<file path="src/rtl/pedal_pkg.sv">
// pedal_pkg: shared widths and state encoding for the pedal audio front end
package pedal_pkg;
  localparam int SAMPLE_W       = 12;
  localparam int ADC_FRAME_BITS = 16;
  typedef enum logic [2:0] {
    IDLE,
    SETUP,
    SHIFT,
    DONE,
    QUIET
  } adc_state_t;
endpackage

</file>
<file path="src/rtl/sync_2ff.sv">
// sync_2ff: two-flop synchronizer for a single asynchronous input bit
module sync_2ff (
  input  logic clk,
  input  logic reset_n,
  input  logic d_i,
  output logic q_o
);
  logic meta_q, sync_q;
  // Two back-to-back flops give metastability time to resolve
  always_ff @(posedge clk or negedge reset_n)
    if (!reset_n) {sync_q, meta_q} <= 2'b00;
    else {sync_q, meta_q} <= {meta_q, d_i};
  assign q_o = sync_q;
endmodule

</file>
<file path="src/rtl/adc_sampler.sv">
// adc_sampler: paces conversions and reads a 12-bit serial ADC over SPI, strobing each sample
module adc_sampler
  import pedal_pkg::*;
#(
  parameter int CLK_DIV       = 4,
  parameter int SAMPLE_PERIOD = 1134
) (
  input  logic                clk,
  input  logic                reset_n,
  input  logic                en,
  input  logic                adc_sdata,
  output logic                adc_cs_n,
  output logic                adc_sclk,
  output logic [SAMPLE_W-1:0] sample,
  output logic                sample_valid,
  output logic                frame_err,
  output logic                busy
);
  localparam int PH_W   = $clog2(CLK_DIV);
  localparam int RATE_W = $clog2(SAMPLE_PERIOD);
  localparam logic [PH_W-1:0]   PH_LAST   = PH_W'(CLK_DIV - 1);
  localparam logic [RATE_W-1:0] RATE_LAST = RATE_W'(SAMPLE_PERIOD - 1);
  localparam logic [4:0]        BIT_LAST  = 5'(ADC_FRAME_BITS - 1);

  if (CLK_DIV < 3 || SAMPLE_PERIOD < 34 * CLK_DIV + 2) begin : g_param_check
    $error("adc_sampler: need CLK_DIV >= 3 and SAMPLE_PERIOD >= 34*CLK_DIV+2");
  end

  logic                      sdata_s;
  logic [RATE_W-1:0]         rate_q, rate_d;
  logic                      tick;
  adc_state_t                state_q;
  logic [PH_W-1:0]           phase_q;
  logic [4:0]                bit_q;
  logic [ADC_FRAME_BITS-1:0] shift_q;
  logic                      cs_n_q, sclk_q, valid_q, err_q, busy_q;
  logic [SAMPLE_W-1:0]       sample_q;

  sync_2ff u_sync (
    .clk    (clk),
    .reset_n(reset_n),
    .d_i    (adc_sdata),
    .q_o    (sdata_s)
  );

  // Sample-rate counter: parked at zero while disabled so enabling starts a conversion at once
  always_comb begin
    rate_d = !en ? '0 : (rate_q == RATE_LAST ? '0 : rate_q + RATE_W'(1));
    tick   = en && (rate_q == '0);
  end

  // Rate counter register
  always_ff @(posedge clk or negedge reset_n)
    if (!reset_n) rate_q <= '0;
    else rate_q <= rate_d;

  // Conversion FSM; every ADC pin and result output is registered here
  always_ff @(posedge clk or negedge reset_n)
    if (!reset_n) begin
      state_q  <= IDLE;
      phase_q  <= '0;
      bit_q    <= '0;
      shift_q  <= '0;
      cs_n_q   <= 1'b1;
      sclk_q   <= 1'b1;
      sample_q <= '0;
      valid_q  <= 1'b0;
      err_q    <= 1'b0;
      busy_q   <= 1'b0;
    end else begin
      valid_q <= 1'b0;
      err_q   <= 1'b0;
      case (state_q)
        IDLE:
          if (tick) begin
            state_q <= SETUP;
            cs_n_q  <= 1'b0;
            busy_q  <= 1'b1;
            phase_q <= '0;
          end
        SETUP:
          if (phase_q == PH_LAST) begin
            state_q <= SHIFT;
            sclk_q  <= 1'b0;
            phase_q <= '0;
            bit_q   <= '0;
          end else phase_q <= phase_q + PH_W'(1);
        SHIFT: begin
          // Capture one cycle after the rising edge so the synchronizer has caught up with the low-phase data
          if (sclk_q && phase_q == '0) shift_q <= {shift_q[ADC_FRAME_BITS-2:0], sdata_s};
          if (phase_q != PH_LAST) phase_q <= phase_q + PH_W'(1);
          else begin
            phase_q <= '0;
            if (!sclk_q) sclk_q <= 1'b1;
            else if (bit_q == BIT_LAST) begin
              state_q  <= DONE;
              cs_n_q   <= 1'b1;
              sample_q <= shift_q[SAMPLE_W-1:0];
              valid_q  <= 1'b1;
              err_q    <= |shift_q[ADC_FRAME_BITS-1:SAMPLE_W];
            end else begin
              sclk_q <= 1'b0;
              bit_q  <= bit_q + 5'd1;
            end
          end
        end
        DONE: begin
          state_q <= QUIET;
          phase_q <= '0;
        end
        QUIET:
          if (phase_q == PH_LAST) begin
            state_q <= IDLE;
            busy_q  <= 1'b0;
          end else phase_q <= phase_q + PH_W'(1);
        default: state_q <= IDLE;
      endcase
    end

  assign adc_cs_n     = cs_n_q;
  assign adc_sclk     = sclk_q;
  assign sample       = sample_q;
  assign sample_valid = valid_q;
  assign frame_err    = err_q;
  assign busy         = busy_q;
endmodule
</file>
<file path="config.mk">
export PLATFORM = sky130hd
export DESIGN_NAME = adc_sampler
export DESIGN_NICKNAME = d
export VERILOG_FILES = /design/src/rtl/pedal_pkg.sv /design/src/rtl/sync_2ff.sv /design/src/rtl/adc_sampler.sv
export SDC_FILE = /design/constraint.sdc
export NUM_CORES = 1
export LEC_CHECK = 0
export BUFFER_PORTS_ARGS = -buffer_cell sky130_fd_sc_hd__buf_2
export CAP_MARGIN = 20
export CORE_UTILIZATION = 53
export DETAILED_ROUTE_END_ITERATION = 16
export HOLD_SLACK_MARGIN = 0.05
export PLACE_DENSITY_LB_ADDON = 0.08
export SKIP_CTS_REPAIR_TIMING = 1
export SLEW_MARGIN = 40
export SYNTH_ARGS = -nofsm -noshare
export SYNTH_HDL_FRONTEND = slang
export SYNTH_SLANG_ARGS = --single-unit
</file>
<file path="constraint.sdc">
create_clock -name clk -period 1.9 [get_ports clk]
set_input_delay 0.475 -clock clk [delete_from_list [all_inputs] [get_ports clk]]
set_output_delay 0.475 -clock clk [all_outputs]
set_load 0.01 [all_outputs]
</file>
==> reports/metrics.yaml <==
outcome:
  outcome: "complete, but fails checks"
  violations: "DRC, setup timing"
route:
  firstDrtPassIters: 12
  post_drt_wl_per_cell_um: 14.4
  routed-via-count: 1612
  drc_errors: 2
  dr.first_iter.drc_count: 47
  drt-total-wl_um: 4220
  ant_nets: 0
  via_per_inst: 5.52
clock_network:
  cts_root_buf: "clkbuf_8"
  cts_buffer_depth: 2
  cts_inserted_buffers: 5
  clkSlewWorstSetupHoldPaths_ps: 100
  clock_latency_ps: 300
  cts_tree: "yes"
  cts.sinks: 56
  ctsHtreeMaxLevel: 2
worst_setup_path:
  reg2regPathDepth: 7
  crit_path_end_kind: "flop"
  r2r_start: "bit_q[0]"
  r2r_setup_slack_ps: -30
  crit_required_ps: 2140
  reg2reg_to: "bit_q[3]"
  critPathKind: "reg -> reg"
  arrival_ps: 2170
  worstPathMaxFanout: 4
  worst_setup_path_start_kind: "flop"
die:
  die_area_um2: 4970
  core.rowCount: 24
  chipHeight_um: 70.5
  ios: 21
  core_um2: 4440
  start_util_pct: 55.9
  die_x_um: 70.5
synthesis:
  yosysSeqAreaShare_pct: 56.5
  synth_edf_count: 0
  synth_flop_cell: "dfrtp_1"
  ys_warn_count: 0
  syn_inst: 205
  synth-seq-cells: 56
  syn-num-nets: 216
  syn_area_um2: 2480
  synth_cell_types: 41
  async_reset_ff_share_pct: 100
  syn_area_per_cell_um2: 12.1
timing:
  setup_violations: 2
  final.period_utilization_pct: 102
  worstMarginPinSlew_ps: 425
  period_needed_ps: 1930
  fmax_ghz: 0.517
  final_hold_viol_count: 0
  slew_violations: 0
  setup_ws_ps: -33.4
  rsz0062_at_grt: "yes"
  hold_slack_ps: 160
  finClkSkew_ps: 6.04
  maxSlewHeadroom_pct: 71.4
grt:
  grt_pass1_wl_um: 7340
  grt-ovfl-total: 0
  met2_usage_pct: 33.4
  antenna_found_initial: 0
  grt_use_total_pct: 18.6
  grt_use_met1_pct: 23.2
  grt_pass1_vias: 1649
  grt_max_degree: 57
  use_met3_pct: 3.03
  busiest_layer: "met2"
min_path:
  hp-class: "in -> async"
layout:
  fin_cells: 292
  syn2layout_area_growth_pct: 19.6
  diodes: 0
  drive_above_1_share_pct: 26.3
  final_nets: 250
placed_design:
  dp_hpwl_um: 2920
  globalplace.congestion: 0.783
  io_buffers: 20
  dp_slack_ps: -64.2
  place_inst: 281
power:
  power_mw: 2.73
  ir_drop_uv: 476
  cellPowerDensity_nw_per_um2: 920
  p_leak_nw: 1.50
run:
  maxCapViolations: 0
## how the worst max path moves through the flow
stage	to	start	depth (start not counted)	slack, ps
after floorplan	bit_q[2]	bit_q[0]	8	-60
after global placement	bit_q[3]	bit_q[1]	7	7
after detailed placement	bit_q[3]	bit_q[1]	7	-60
after CTS	bit_q[3]	bit_q[1]	7	-90
after global routing	bit_q[3]	bit_q[0]	7	-130
final	bit_q[3]	bit_q[0]	7	-30
## critical path: stages (launching register included)
cell      delay (ps)
dfrtp_1          400
ha_2             200
and3_4           160
ha_4             170
nor4bb_4         260
o21bai_2         120
or4_4            520
nand3_2           60
## where the power goes
group          leakage [nW]  total [mW]  switching (mW)  internal (mW)
logic                 0.676       0.592           0.314          0.278
registers             0.758        1.35          0.0791           1.27
clock network        0.0614       0.793           0.362          0.431
total                  1.50        2.73           0.755           1.98
## cell usage after synthesis (2+ instances only)
cell / n / area, um^2
xnor2_1: 4 / 35.0
nor4bb_1: 2 / 20.0
and3_1: 4 / 25.0
a21oi_1: 4 / 20.0
inv_1: 8 / 30.0
xor2_1: 7 / 61.3
nor3_1: 7 / 35.0
nand2_1: 14 / 52.6
o21ai_1: 2 / 10.0
buf_2: 2 / 10.0
dfstp_2: 2 / 52.6
ha_1: 7 / 87.6
nand4_1: 3 / 18.8
buf_6: 2 / 22.5
and4_1: 2 / 17.5
nand3_1: 9 / 45.0
dfrtp_1: 54 / 1350
buf_4: 2 / 15.0
mux2_1: 28 / 315
or3b_1: 2 / 17.5
nor2_1: 15 / 56.3
nor4_1: 2 / 12.5
a21o_1: 2 / 15.0
o21ai_0: 2 / 10.0
mux2i_1: 2 / 20.0
nand2b_1: 2 / 12.5
## kinds of logic after synthesis
family / after synthesis / share of synthesized area [%]
AO/OA/AOI/OAI: 17 / 4.53
XOR/XNOR: 11 / 3.88
adder cells (fa/ha/maj): 7 / 3.52
buffers and inverters: 16 / 3.42
flip-flops: 56 / 56.5
multiplexers: 30 / 13.5
AND/OR/NAND/NOR: 68 / 14.7
## routing by layer
metal / part of all wire [%] / wire [um]
met4: 0.90 / 38
met1: 46 / 1930
met2: 51 / 2160
met5: 0 / 0
met3: 2.2 / 91
## placed cells by master, fill, tap and decap left out, types with 5 or more instances in the layout
cell type	instances
ha_1	5
nand2_1	14
clkbuf_8	6
nor2_1	15
inv_1	8
nand3_1	7
dfrtp_1	54
mux2_1	23
xor2_1	7
buf_2	20
buf_4	12
nor3_1	6
mux2_4	5
## state kept, by name (all words and copies together) (netlist names)
signal and count:
rate_q 11, adc_cs_n 1, busy 1, frame_err 1, adc_sclk 1, u_sync.meta_q 1
u_sync.q_o 1, sample_valid 1, sample 12, state_q 3, bit_q 5, shift_q 16
phase_q 2
## per-stage QoR
stage,instance area (um^2),setup TNS (ps),util (%)
global placement,2730,0,61.4
finish,2970,-34.6,66.9
global route,2970,-707,66.9
floorplan,2490,-60.3,-
CTS,2850,-165,64.1
detailed placement,2730,-110,61.4
## cell type report
class | count | area, um^2
well taps | 52 | 65.1
fillers | 331 | 1470
multi-input cells | 133 | 1100
repair buffers | 35 | 250
flip-flops and latches | 56 | 1400
clock inverters | 2 | 38.8
inverters | 8 | 30.0
clock buffers | 6 | 82.6
No activity file was read; power rests on OpenSTA's default activity.
